<file path="config.mk">
export PLATFORM = sky130hd
export DESIGN_NAME = wb_pipe_skid
export DESIGN_NICKNAME = d
export VERILOG_FILES = /design/src/rtl/wb_pipe_skid_pkg.sv /design/src/rtl/wb_pipe_skid_slot.sv /design/src/rtl/wb_pipe_skid.sv
export SDC_FILE = /design/constraint.sdc
export NUM_CORES = 1
export LEC_CHECK = 0
export BUFFER_PORTS_ARGS = -buffer_cell sky130_fd_sc_hd__buf_2
export CAP_MARGIN = 15
export CORE_MARGIN = 5
export CORE_UTILIZATION = 57
export CTS_CLUSTER_DIAMETER = 100
export CTS_CLUSTER_SIZE = 28
export DETAILED_ROUTE_END_ITERATION = 7
export GPL_ROUTABILITY_DRIVEN = 1
export PLACE_DENSITY_LB_ADDON = 0.3
export RECOVER_POWER = 50
export SLEW_MARGIN = 20
export SYNTH_ARGS = -nofsm -noshare
export SYNTH_HDL_FRONTEND = slang
export SYNTH_HIERARCHICAL = 1
export SYNTH_SLANG_ARGS = --single-unit
</file>
<file path="constraint.sdc">
create_clock -name clk -period 6.2 [get_ports clk]
set_input_delay 1.24 -clock clk [delete_from_list [all_inputs] [get_ports clk]]
set_output_delay 1.24 -clock clk [all_outputs]
set_load 0.05 [all_outputs]
</file>
<file path="src/rtl/wb_pipe_skid_pkg.sv">
// Shared widths, limits and state encoding for the MEM/WB skid pipeline stage.
package wb_pipe_skid_pkg;

    localparam int unsigned REG_ADDR_W = 5;
    localparam int unsigned REG_DATA_W = 32;
    localparam int unsigned WB_MAX_CH  = 4;

    typedef enum logic [1:0] {
        WBS_EMPTY = 2'd0,
        WBS_FULL  = 2'd1,
        WBS_SKID  = 2'd2
    } wbs_state_e;

endpackage : wb_pipe_skid_pkg

</file>
<file path="src/rtl/wb_pipe_skid_slot.sv">
// Storage primitives: enabled flop with async reset, and one NUM_CH-wide write-back entry.

module gen_dffr #(
    parameter int unsigned W = 1
) (
    input  logic         clk,
    input  logic         rst_n,
    input  logic         en,
    input  logic [W-1:0] d,
    output logic [W-1:0] q
);

    // Enabled register, cleared asynchronously.
    always_ff @(posedge clk or negedge rst_n) begin
        if (!rst_n) begin
            q <= '0;
        end else if (en) begin
            q <= d;
        end
    end

endmodule : gen_dffr

module wb_slot_reg
    import wb_pipe_skid_pkg::*;
#(
    parameter int unsigned NUM_CH = 1,
    parameter int unsigned ADDR_W = REG_ADDR_W,
    parameter int unsigned DATA_W = REG_DATA_W
) (
    input  logic                     clk,
    input  logic                     rst_n,
    input  logic                     load,
    input  logic                     clr,
    input  logic [NUM_CH-1:0]        d_en,
    input  logic [NUM_CH*ADDR_W-1:0] d_addr,
    input  logic [NUM_CH*DATA_W-1:0] d_data,
    output logic                     q_valid,
    output logic [NUM_CH-1:0]        q_en,
    output logic [NUM_CH*ADDR_W-1:0] q_addr,
    output logic [NUM_CH*DATA_W-1:0] q_data
);

    logic [NUM_CH-1:0] en_masked_c;
    logic [NUM_CH-1:0] en_next_c;

    // Enables to x0 are dropped at load time so stored en is already write-qualified.
    always_comb begin
        en_masked_c = '0;
        for (int unsigned k = 0; k < NUM_CH; k++) begin
            en_masked_c[k] = d_en[k] & (d_addr[k*ADDR_W +: ADDR_W] != '0);
        end
    end

    // A cleared entry also drops its enables, so en is zero whenever valid is zero.
    assign en_next_c = load ? en_masked_c : '0;

    gen_dffr #(.W(1)) u_valid (
        .clk   (clk),
        .rst_n (rst_n),
        .en    (load | clr),
        .d     (load),
        .q     (q_valid)
    );

    gen_dffr #(.W(NUM_CH)) u_en (
        .clk   (clk),
        .rst_n (rst_n),
        .en    (load | clr),
        .d     (en_next_c),
        .q     (q_en)
    );

    gen_dffr #(.W(NUM_CH*ADDR_W)) u_addr (
        .clk   (clk),
        .rst_n (rst_n),
        .en    (load),
        .d     (d_addr),
        .q     (q_addr)
    );

    gen_dffr #(.W(NUM_CH*DATA_W)) u_data (
        .clk   (clk),
        .rst_n (rst_n),
        .en    (load),
        .d     (d_data),
        .q     (q_data)
    );

endmodule : wb_slot_reg

</file>
<file path="src/rtl/wb_pipe_skid.sv">
// MEM/WB pipeline stage: NUM_CH write-back channels, 2-entry skid buffer, flush/hold, EX forwarding.
module wb_pipe_skid
    import wb_pipe_skid_pkg::*;
#(
    parameter int unsigned NUM_CH = 1,
    parameter int unsigned ADDR_W = REG_ADDR_W,
    parameter int unsigned DATA_W = REG_DATA_W
) (
    input  logic                     clk,
    input  logic                     rst_n,
    input  logic                     flush_i,
    input  logic                     hold_i,
    input  logic                     in_valid_i,
    output logic                     in_ready_o,
    input  logic [NUM_CH-1:0]        in_wreg_en_i,
    input  logic [NUM_CH*ADDR_W-1:0] in_wreg_addr_i,
    input  logic [NUM_CH*DATA_W-1:0] in_wreg_data_i,
    output logic                     out_valid_o,
    input  logic                     out_ready_i,
    output logic [NUM_CH-1:0]        wb_wreg_en_o,
    output logic [NUM_CH*ADDR_W-1:0] wb_wreg_addr_o,
    output logic [NUM_CH*DATA_W-1:0] wb_wreg_data_o,
    input  logic [ADDR_W-1:0]        fwd_addr_i,
    output logic                     fwd_hit_o,
    output logic [DATA_W-1:0]        fwd_data_o
);

    wbs_state_e state_q;
    wbs_state_e state_nxt;

    logic in_fire_c;
    logic out_fire_c;
    logic main_load_c;
    logic main_clr_c;
    logic main_from_skid_c;
    logic skid_load_c;
    logic skid_clr_c;

    logic                     skid_valid;
    logic [NUM_CH-1:0]        skid_en;
    logic [NUM_CH*ADDR_W-1:0] skid_addr;
    logic [NUM_CH*DATA_W-1:0] skid_data;

    logic [NUM_CH-1:0]        main_d_en_c;
    logic [NUM_CH*ADDR_W-1:0] main_d_addr_c;
    logic [NUM_CH*DATA_W-1:0] main_d_data_c;

    assign in_fire_c  = in_valid_i & in_ready_o & ~hold_i & ~flush_i;
    assign out_fire_c = out_valid_o & out_ready_i & ~hold_i & ~flush_i;

    // State register and registered upstream ready.
    always_ff @(posedge clk or negedge rst_n) begin
        if (!rst_n) begin
            state_q    <= WBS_EMPTY;
            in_ready_o <= 1'b1;
        end else begin
            state_q    <= state_nxt;
            in_ready_o <= (state_nxt != WBS_SKID);
        end
    end

    // Next-state and entry load/clear decode; flush overrides everything, hold suppresses both fires.
    always_comb begin
        state_nxt        = state_q;
        main_load_c      = 1'b0;
        main_clr_c       = 1'b0;
        main_from_skid_c = 1'b0;
        skid_load_c      = 1'b0;
        skid_clr_c       = 1'b0;
        if (flush_i) begin
            state_nxt  = WBS_EMPTY;
            main_clr_c = 1'b1;
            skid_clr_c = 1'b1;
        end else begin
            case (state_q)
                WBS_EMPTY: begin
                    if (in_fire_c) begin
                        state_nxt   = WBS_FULL;
                        main_load_c = 1'b1;
                    end
                end
                WBS_FULL: begin
                    if (in_fire_c && out_fire_c) begin
                        main_load_c = 1'b1;
                    end else if (out_fire_c) begin
                        state_nxt  = WBS_EMPTY;
                        main_clr_c = 1'b1;
                    end else if (in_fire_c) begin
                        state_nxt   = WBS_SKID;
                        skid_load_c = 1'b1;
                    end
                end
                WBS_SKID: begin
                    if (out_fire_c) begin
                        state_nxt        = WBS_FULL;
                        main_load_c      = 1'b1;
                        main_from_skid_c = 1'b1;
                        skid_clr_c       = 1'b1;
                    end
                end
                default: begin
                    state_nxt  = WBS_EMPTY;
                    main_clr_c = 1'b1;
                    skid_clr_c = 1'b1;
                end
            endcase
        end
    end

    // Main entry refills from skid when draining a two-deep stage, else from MEM.
    always_comb begin
        main_d_en_c   = in_wreg_en_i;
        main_d_addr_c = in_wreg_addr_i;
        main_d_data_c = in_wreg_data_i;
        if (main_from_skid_c) begin
            main_d_en_c   = skid_en;
            main_d_addr_c = skid_addr;
            main_d_data_c = skid_data;
        end
    end

    wb_slot_reg #(.NUM_CH(NUM_CH), .ADDR_W(ADDR_W), .DATA_W(DATA_W)) u_main (
        .clk     (clk),
        .rst_n   (rst_n),
        .load    (main_load_c),
        .clr     (main_clr_c),
        .d_en    (main_d_en_c),
        .d_addr  (main_d_addr_c),
        .d_data  (main_d_data_c),
        .q_valid (out_valid_o),
        .q_en    (wb_wreg_en_o),
        .q_addr  (wb_wreg_addr_o),
        .q_data  (wb_wreg_data_o)
    );

    wb_slot_reg #(.NUM_CH(NUM_CH), .ADDR_W(ADDR_W), .DATA_W(DATA_W)) u_skid (
        .clk     (clk),
        .rst_n   (rst_n),
        .load    (skid_load_c),
        .clr     (skid_clr_c),
        .d_en    (in_wreg_en_i),
        .d_addr  (in_wreg_addr_i),
        .d_data  (in_wreg_data_i),
        .q_valid (skid_valid),
        .q_en    (skid_en),
        .q_addr  (skid_addr),
        .q_data  (skid_data)
    );

    // Forwarding lookup: later assignments win, so skid beats main and higher channels beat lower.
    always_comb begin
        fwd_hit_o  = 1'b0;
        fwd_data_o = '0;
        if (fwd_addr_i != '0) begin
            for (int unsigned k = 0; k < NUM_CH; k++) begin
                if (out_valid_o && wb_wreg_en_o[k] &&
                    (wb_wreg_addr_o[k*ADDR_W +: ADDR_W] == fwd_addr_i)) begin
                    fwd_hit_o  = 1'b1;
                    fwd_data_o = wb_wreg_data_o[k*DATA_W +: DATA_W];
                end
            end
            for (int unsigned k = 0; k < NUM_CH; k++) begin
                if (skid_valid && skid_en[k] &&
                    (skid_addr[k*ADDR_W +: ADDR_W] == fwd_addr_i)) begin
                    fwd_hit_o  = 1'b1;
                    fwd_data_o = skid_data[k*DATA_W +: DATA_W];
                end
            end
        end
    end

endmodule : wb_pipe_skid
</file>
==> results.py, run 1 <==
metrics = {
    "placement": {
        "placed_cells": 574,
        "io_buffers": 121,
        "postPlaceCellArea_mm2": 0.00515,
        "gp_congestion": 0.806,
        "dp_hpwl_um": 7330,
    },
    "clock_network": {
        "clock-sinks": 81,
        "cts_made_buffers": 9,
        "post_cts_buffers": 0,
        "holdBufCountCts": 0,
        "cts_buffer_depth": 2,
        "htreeDepth": 3,
        "insertion_delay_ns": 0.34,
        "clkTransAtPathRegs_ns": 0.08,
        "cts_resized": 0,
        "root_buffer": "clkbuf_8",
        "cts_tree": "built",
    },
    "sta": {
        "fin_crit_sh": 0.767,
        "tns_ns": 0,
        "period_minus_slack_ns": 4.75,
        "rsz0062_at_grt": "false",
        "slew_viol_final": 0,
        "fin_skew_ns": 0.00791,
        "report.final.hold_viol_count": 0,
        "max_freq_ghz": 0.210,
        "setup_viol": 0,
        "maxSlewHeadroom": 0.268,
        "worst_slew_pin_slew_ns": 1.10,
    },
    "global_routing": {
        "grt_max_degree": 82,
        "grt_pass1_wl_um": 17100,
        "first_global_vias": 3433,
        "grt_antenna_before_repair": 0,
        "grt_overflow": 0,
        "grtUsageTotal": 0.217,
    },
    "route": {
        "drt_iter0_markers": 203,
        "wl_per_cell_um": 18.3,
        "viasPerCell": 5.70,
        "wirelength_um": 10800,
        "ant_nets": 0,
        "drt-pass1-iter-count": 4,
        "vias": 3358,
        "drc": 0,
    },
    "yosys": {
        "syn_inst": 370,
        "synth.avg_cell_area_um2": 12.4,
        "synth-seq-cells": 81,
        "synth_warnings": 6,
        "synth_edf_count": 0,
        "syn-num-nets": 419,
        "synth.cell_area_mm2": 0.00458,
        "synthFlopType": "dfrtp_1",
        "synth_async_sr_flop_share": 1.00,
        "ys_seq_area_frac": 0.442,
        "ys_types": 33,
    },
    "layout": {
        "mostFrequentLayoutCells": "87 x buf_2, 80 x dfrtp_1, 64 x mux2_4",
        "layout-drive-gt1-share": 0.405,
        "multi_input_comb_area_mm2": 0.00235,
        "nets": 532,
        "finalNonFillerCells": 589,
        "seq_area_mm2": 0.00203,
        "synthToLayoutAreaGrowth_pct": 16.7,
        "final_common_cell": "buf_2",
        "fillers": 605,
        "final_cell_area_mm2": 0.00535,
        "antenna_cells": 0,
    },
    "power": {
        "ir_drop_mv": 0.192,
        "power_density_mw_per_mm2": 329,
        "p_leak_nw": 2.47,
        "power_w": 0.00176,
    },
    "job": {
        "max_cap_viol_count": 0,
    },
    "worst_setup_path": {
        "worst-path-max-fanout": 21,
        "required_ns": 4.96,
        "crit_type": "primary input to primary output",
        "crit_arrival_ns": 3.51,
        "end_kind": "primary output",
        "worst_setup_path_start_kind": "primary input",
    },
    "floorplan": {
        "die-width_um": 99.7,
        "die_y_um": 99.7,
        "die_area_mm2": 0.00994,
        "ios": 122,
        "start_util": 0.590,
        "rows": 32,
        "core-area_mm2": 0.00777,
    },
    "outcome": {
        "status": "finished clean",
    },
    "min_path": {
        "min_path_type": "flop to flop",
    },
}
[power breakdown]
group          internal (W)  leakage [nW]  switching, W
clock              0.000264         0.115      0.000185
combinational      0.000214          1.35      0.000331
sequential         0.000656          1.00      0.000112
[metrics by stage]
step / worst slack (ns) / utilization / hold WS [ns]
detailed placement: 1.44 / 0.664 / 0.517
floorplan: 1.98 / - / 0.496
global route: 1.24 / 0.689 / 0.551
finish: 1.45 / 0.689 / 0.539
CTS: 1.42 / 0.693 / 0.541
global placement: 1.50 / 0.664 / 0.508
[registers in the layout, indices dropped and copies added (netlist names)]
| register | cells |
|---|---|
| u_main/u_addr/q | 5 |
| state_q | 2 |
| u_skid/u_addr/q | 5 |
| u_skid/u_valid/q | 1 |
| u_skid/u_en/q | 1 |
| u_main/u_data/q | 32 |
| u_skid/u_data/q | 32 |
| u_main/u_valid/q | 1 |
| u_main/u_en/q | 1 |
| in_ready_o | 1 |
[Yosys cell counts (4+ instances only)]
cell      number  area, um^2
buf_2          7        35.0
nand2_1       36         135
clkbuf_1       6        22.5
buf_12         6         120
mux2_1        38         428
mux2_2        14         158
nor2_1         7        26.3
nand3_1       32         160
mux2_4        64         961
xor2_1         4        35.0
xnor2_1        6        52.6
buf_4          4        30.0
a21oi_1       34         170
dfrtp_1       80        2000
[worst max-delay path, cell delays in order]
cell	delay, ns
buf_2	0.12
xor2_1	0.15
nor4_1	0.37
and4_1	0.79
buf_4	0.33
nand2_1	0.08
a21oi_1	0.14
buf_2	0.29
[final timing paths]
path | start | to | slack (ns) | depth (start not counted)
worst min-delay path | u_skid/u_data/q[15] | u_skid/u_data/q[15] | 0.54 | 1
worst max register to register | u_main/u_valid/q | u_main/u_en/q | 3.03 | 7
max in group asynchronous | rst_n | u_skid/u_valid/q | 4.76 | 1
worst min register to register | u_skid/u_data/q[15] | u_skid/u_data/q[15] | 0.54 | 1
min in group asynchronous | rst_n | u_main/u_data/q[9] | 0.92 | 1
worst max-delay path | fwd_addr_i[4] | fwd_data_o[25] | 1.45 | 8
[cell type report]
class	count	share of cell area
clock inverters	6	0.0201
flip-flops and latches	81	0.379
well taps	102	0.0239
clock buffers	9	0.0232
multi-input cells	264	0.439
repair buffers	127	0.115
[cells by family (layout without fill, tap and decap cells)]
| kind of cell | count (synthesis) | after routing | synth area share |
|---|---|---|---|
| buffers and inverters | 25 | 142 | 0.0502 |
| AO/OA/AOI/OAI | 44 | 44 | 0.0535 |
| multiplexers | 116 | 116 | 0.337 |
| flip-flops | 81 | 81 | 0.442 |
| AND/OR/NAND/NOR | 94 | 94 | 0.0974 |
| XOR/XNOR | 10 | 10 | 0.0191 |
[routing by layer]
metal  share of wire  GRT usage  vias up
li1                -          -     1549
met1            0.45      0.295     1682
met2            0.47      0.346      109
met3           0.059     0.0379       18
met4           0.018     0.0861        0
met5               0          0        -
No activity file was read; power rests on OpenSTA's default activity.
==> run 2, diff against run 1 <==
--- a/config.mk
+++ b/config.mk
@@ -5,10 +5,11 @@
 export SDC_FILE = /design/constraint.sdc
 export NUM_CORES = 1
 export LEC_CHECK = 0
+export ABC_AREA = 1
 export BUFFER_PORTS_ARGS = -buffer_cell sky130_fd_sc_hd__buf_2
 export CAP_MARGIN = 15
 export CORE_MARGIN = 5
-export CORE_UTILIZATION = 57
+export CORE_UTILIZATION = 54
 export CTS_CLUSTER_DIAMETER = 100
 export CTS_CLUSTER_SIZE = 28
 export DETAILED_ROUTE_END_ITERATION = 7
==> constraint.sdc (replaced) <==
create_clock -name clk -period 4.78 [get_ports clk]
set_input_delay 0.956 -clock clk [delete_from_list [all_inputs] [get_ports clk]]
set_output_delay 0.956 -clock clk [all_outputs]
set_load 0.05 [all_outputs]
==> results.py, run 2 <==
metrics = {
    "sta": {
        "report.final.hold_viol_count": 0,
        "maxSlewHeadroom": -0.354,
        "holdWs_ns": 0.487,
        "fin_crit_sh": 0.756,
        "worst_slew_pin_slew_ns": 2.03,
        "setup_viol": 0,
        "slew_viol_final": 82,
        "fin_skew_ns": 0.0174,
        "max_freq_ghz": 0.277,
        "period_minus_slack_ns": 3.61,
        "rsz0062_at_grt": "false",
        "tns_ns": 0,
        "setup_ws_ns": 1.17,
    },
    "yosys": {
        "synth_edf_count": 0,
        "syn_inst": 666,
        "synth_async_sr_flop_share": 1.00,
        "synth_xor_area_frac": 0,
        "synth-simple-area-share": 0.330,
        "synth.cell_area_mm2": 0.00497,
        "synthMuxAreaShare": 0.0952,
        "synth_top_family_by_area": "simple AND/OR/NAND/NOR gates",
        "yosys.area.top_type_share": 0.403,
        "synth_compound_area_frac": 0.0408,
        "synth_warnings": 6,
        "ys_types": 28,
        "synth_area_leaders": "dfrtp_1 40%, nand2_1 20%, nor2_1 8.4%",
        "synth.avg_cell_area_um2": 7.46,
        "syn-num-nets": 715,
        "synth_common_cells": "261 x nand2_1, 111 x nor2_1, 80 x dfrtp_1, 63 x inv_1, 38 x o21ai_0",
        "synth-seq-cells": 81,
        "ys_seq_area_frac": 0.408,
        "synthAdderAreaFrac": 0,
        "yosysTopAreaCell": "dfrtp_1",
        "synthFlopType": "dfrtp_1",
        "yosysMostFrequentCell": "nand2_1",
    },
    "layout": {
        "nets": 820,
        "mostFrequentLayoutCells": "261 x nand2_1, 111 x nor2_1, 85 x buf_2",
        "synthToLayoutAreaGrowth_pct": 12.2,
        "layout-drive-gt1-share": 0.227,
        "final_common_cell": "nand2_1",
        "reg_top3": "u_main/u_data/q x32, u_skid/u_data/q x32",
        "antenna_cells": 0,
        "utilization": 0.612,
    },
    "clock_network": {
        "root_buffer": "clkbuf_8",
        "clock-sinks": 81,
        "holdBufCountCts": 0,
        "insertion_delay_ns": 0.35,
        "clkTransAtPathRegs_ns": 0.08,
        "cts_tree": "built",
        "post_cts_buffers": 0,
        "cts_made_buffers": 9,
        "cts_resized": 0,
        "cts_buffer_depth": 2,
        "htreeDepth": 3,
    },
    "placement": {
        "post-place-ws_ns": 0.978,
        "gp_congestion": 0.917,
        "io_buffers": 121,
        "dp_hpwl_um": 8020,
    },
    "power": {
        "clkPwrFrac": 0.264,
        "power_switching_w": 0.000758,
        "power_density_mw_per_mm2": 352,
        "internal-power_w": 0.00120,
        "p_sw_frac": 0.387,
        "pwr-share-comb": 0.270,
        "power_w": 0.00196,
        "p_leak_nw": 3.35,
        "p_seq_frac": 0.465,
        "ir_drop_mv": 0.137,
    },
    "route": {
        "wl_per_cell_um": 13.4,
        "drt-pass1-iter-count": 4,
        "drc": 0,
        "viasPerCell": 4.86,
        "vias": 4313,
        "ant_nets": 0,
        "wirelength_um": 11900,
        "drt_iter0_markers": 199,
    },
    "min_path": {
        "min_path_type": "flop to flop",
    },
    "floorplan": {
        "core-area_mm2": 0.00911,
        "start_util": 0.545,
        "die-width_um": 106,
        "die_area_mm2": 0.0112,
        "die_y_um": 106,
        "rows": 35,
        "ios": 122,
    },
    "global_routing": {
        "first_global_vias": 4217,
        "grt_antenna_before_repair": 1,
        "grt_overflow": 0,
        "grt_pass1_wl_um": 20000,
        "grt_max_degree": 82,
        "grtUsageTotal": 0.218,
    },
    "worst_setup_path": {
        "required_ns": 3.82,
        "worst-path-max-fanout": 34,
        "crit_type": "primary input to primary output",
        "worst_setup_path_start_kind": "primary input",
        "crit_arrival_ns": 2.66,
        "end_kind": "primary output",
    },
    "job": {
        "max_cap_viol_count": 1,
    },
    "outcome": {
        "status": "finished with violations",
        "violations": "capacitance limit, slew limit",
    },
}
[run 2: cell types whose count changed after synthesis, moves of 8 or more]
cell and delta:
inv_1 +63, nand2_2 +22, a21oi_1 -33, nand3_1 -25
mux2_4 -37, nor2_1 +104, mux2_1 -38, buf_6 +10
nand2_1 +225, o21ai_0 +36, mux2_2 -8
[run 2: cells by family after synthesis]
family	Yosys count
flip-flops	81
AO/OA/AOI/OAI	40
AND/OR/NAND/NOR	410
multiplexers	33
buffers and inverters	102
[run 2: routing by layer]
metal,vias up,track usage,share of wire
li1,2212,-,-
met3,13,0.0389,0.060
met1,1963,0.268,0.43
met5,-,0,0.0015
met4,2,0.0601,0.011
met2,123,0.394,0.50
[run 2: worst max-delay path, cell delays in order]
cell,delay [ns]
buf_2,0.13
inv_2,0.05
nand2_1,0.05
nand2_1,0.05
nor2_2,0.18
nand3_4,0.36
inv_6,0.37
nor2_1,0.09
nor2_1,0.12
buf_2,0.28
[run 2: area by class of cell]
type / count / area [um^2]
fillers: 858 / 3530
repair buffers: 124 / 584
well taps: 111 / 139
flip-flops and latches: 81 / 2030
inverters: 72 / 290
multi-input cells: 483 / 2330
clock buffers: 11 / 141
clock inverters: 5 / 65.1
[run 2: worst paths after layout]
kind	slack (ns)	start	endpoint	cells after the start
setup / recovery	1.17	fwd_addr_i[0]	fwd_data_o[3]	10
hold / removal	0.49	u_skid/u_addr/q[2]	u_skid/u_addr/q[2]	2
setup reg to reg	2.17	u_main/u_valid/q	u_main/u_addr/q[3]	10
hold reg to reg	0.49	u_skid/u_addr/q[2]	u_skid/u_addr/q[2]	2
max in group asynchronous	2.41	rst_n	u_main/u_data/q[23]	1
min in group asynchronous	1.16	rst_n	u_skid/u_addr/q[2]	1
[run 2: per-stage QoR]
step | cell area [um^2] | cells
2_1_floorplan | 4970 | 666
3_3_place_gp | 5410 | 871
3_5_place_dp | 5410 | 871
4_1_cts | 5620 | 887
5_1_grt | 5570 | 887
6_report | 5570 | 887
[run 2: power groups by stage]
| stage | logic, W | registers (W) | clock network (W) |
|---|---|---|---|
| 4_1_cts | 0.000550 | 0.000911 | 0.000528 |
| 5_1_grt | 0.000582 | 0.000931 | 0.000561 |
| 6_report | 0.000530 | 0.000913 | 0.000519 |
| 3_5_place_dp | 0.000549 | 0.000923 | 0 |
| 2_1_floorplan | 0.000196 | 0.00112 | 0 |
| 3_3_place_gp | 0.000538 | 0.000920 | 0 |
==> run 3, diff against run 2 <==
--- a/config.mk
+++ b/config.mk
@@ -5,11 +5,11 @@
 export SDC_FILE = /design/constraint.sdc
 export NUM_CORES = 1
 export LEC_CHECK = 0
-export ABC_AREA = 1
+export ABC_AREA = 0
 export BUFFER_PORTS_ARGS = -buffer_cell sky130_fd_sc_hd__buf_2
 export CAP_MARGIN = 15
 export CORE_MARGIN = 5
-export CORE_UTILIZATION = 54
+export CORE_UTILIZATION = 53
 export CTS_CLUSTER_DIAMETER = 100
 export CTS_CLUSTER_SIZE = 28
 export DETAILED_ROUTE_END_ITERATION = 7
==> constraint.sdc (replaced) <==
create_clock -name clk -period 3.7 [get_ports clk]
set_input_delay 0.74 -clock clk [delete_from_list [all_inputs] [get_ports clk]]
set_output_delay 0.74 -clock clk [all_outputs]
set_load 0.05 [all_outputs]
==> results.py, run 3 (synthesis results as in run 1) <==
metrics = {
    "floorplan": {
        "die-width_um": 103,
        "die_y_um": 103,
        "die_area_mm2": 0.0106,
        "rows": 34,
        "core-area_mm2": 0.00859,
        "start_util": 0.533,
        "ios": 122,
    },
    "route": {
        "viasPerCell": 5.55,
        "wl_per_cell_um": 18.0,
        "vias": 3338,
        "drc": 0,
        "ant_nets": 0,
        "drt-pass1-iter-count": 4,
        "drt_iter0_markers": 50,
        "wirelength_um": 10800,
    },
    "sta": {
        "setup_viol": 0,
        "max_freq_ghz": 0.305,
        "report.final.hold_viol_count": 0,
        "setup_ws_ns": 0.425,
        "slew_viol_final": 82,
        "worst_slew_pin_slew_ns": 2.04,
        "tns_ns": 0,
        "maxSlewHeadroom": -0.358,
        "rsz0062_at_grt": "false",
        "fin_crit_sh": 0.885,
        "period_minus_slack_ns": 3.27,
        "fin_skew_ns": 0.00963,
    },
    "placement": {
        "io_buffers": 121,
        "dp_hpwl_um": 7490,
        "gp_congestion": 0.760,
        "placed_cells": 586,
        "post-place-ws_ns": 0.457,
    },
    "power": {
        "ir_drop_mv": 0.262,
        "p_leak_nw": 2.49,
        "power_density_mw_per_mm2": 537,
    },
    "layout": {
        "mostFrequentLayoutCells": "87 x buf_2, 80 x dfrtp_1, 64 x mux2_4",
        "finalNonFillerCells": 601,
        "antenna_cells": 0,
        "layout-drive-gt1-share": 0.408,
        "reg_top3": "u_main/u_data/q x32, u_skid/u_data/q x32",
        "synthToLayoutAreaGrowth_pct": 17.2,
        "nets": 538,
        "final_common_cell": "buf_2",
        "fillers": 723,
    },
    "worst_setup_path": {
        "worst_setup_path_start_kind": "primary input",
        "r2r_setup_slack_ns": 0.94,
        "crit_arrival_ns": 2.53,
        "end_kind": "primary output",
        "worst-path-max-fanout": 17,
        "required_ns": 2.96,
        "crit_type": "primary input to primary output",
    },
    "min_path": {
        "min_path_type": "flop to flop",
    },
    "clock_network": {
        "cts_made_buffers": 9,
        "clkTransAtPathRegs_ns": 0.07,
        "insertion_delay_ns": 0.35,
        "post_cts_buffers": 0,
        "holdBufCountCts": 0,
        "clock-sinks": 81,
        "root_buffer": "clkbuf_8",
        "cts_resized": 0,
        "cts_tree": "built",
        "htreeDepth": 3,
        "cts_buffer_depth": 2,
    },
    "outcome": {
        "status": "finished with violations",
        "violations": "capacitance limit, slew limit",
    },
    "global_routing": {
        "grt_antenna_before_repair": 0,
        "grt_pass1_wl_um": 17300,
        "grt_overflow": 0,
        "grtUsageTotal": 0.209,
        "grt_max_degree": 82,
        "first_global_vias": 3484,
    },
    "job": {
        "max_cap_viol_count": 1,
    },
}
run 3: cell count changes in the layout (fill, tap and decap cells not counted), moves of 21 or more:
cell	previous run	this run
nand3_1	5	32
nand2_1	261	35
nor2_1	111	5
mux2_4	27	64
nand2_2	22	1
a21oi_1	1	34
mux2_1	0	38
o21ai_0	38	1
inv_1	62	0
run 3: layout make-up:
class                           count  area [um^2]  share of cell area
Clock buffer                       12          145              0.0270
Clock inverter                      3         65.1              0.0121
Multi-Input combinational cell    264         2350               0.437
Sequential cell                    81         2030               0.377
Tap cell                          108          135              0.0251
Timing Repair Buffer              133          654               0.122
run 3: metal layers:
layer / up-vias / wire length [um] / global-route usage
li1: 1557 / - / -
met1: 1683 / 4750 / 0.269
met2: 85 / 5440 / 0.360
met3: 13 / 487 / 0.0291
met4: 0 / 140 / 0.0777
met5: - / 0 / 0
run 3: path summary, 6_finish.rpt:
kind,endpoint,from,depth (start not counted)
hold / removal,u_skid/u_data/q[29],u_skid/u_data/q[29],1
setup reg to reg,u_main/u_en/q,u_main/u_valid/q,7
min in group asynchronous,u_skid/u_data/q[7],rst_n,1
max in group asynchronous,u_main/u_data/q[12],rst_n,1
setup / recovery,fwd_data_o[12],fwd_addr_i[4],8
hold reg to reg,u_skid/u_data/q[29],u_skid/u_data/q[29],1
run 3: where the power goes:
group	switching [W]	total, W	internal, W
logic	0.000551	0.000909	0.000358
registers	0.000184	0.00128	0.00110
clock network	0.000300	0.000695	0.000395
total	0.00104	0.00289	0.00185
run 3: worst max-delay path, cell delays in order:
cell	delay [ns]
buf_2	0.12
xor2_1	0.16
nor4_1	0.43
and4_1	0.28
buf_4	0.23
nand2_1	0.10
a21oi_1	0.17
buf_2	0.29
run 3: stage by stage:
step           total power [W]  hold WS (ns)  area (um^2)  utilization
2_1_floorplan          0.00198         0.444         4580            -
3_3_place_gp           0.00221         0.511         5210        0.606
3_5_place_dp           0.00223         0.514         5210        0.606
4_1_cts                0.00294         0.539         5420        0.630
5_1_grt                0.00302         0.551         5370        0.625
6_report               0.00289         0.535         5370        0.625
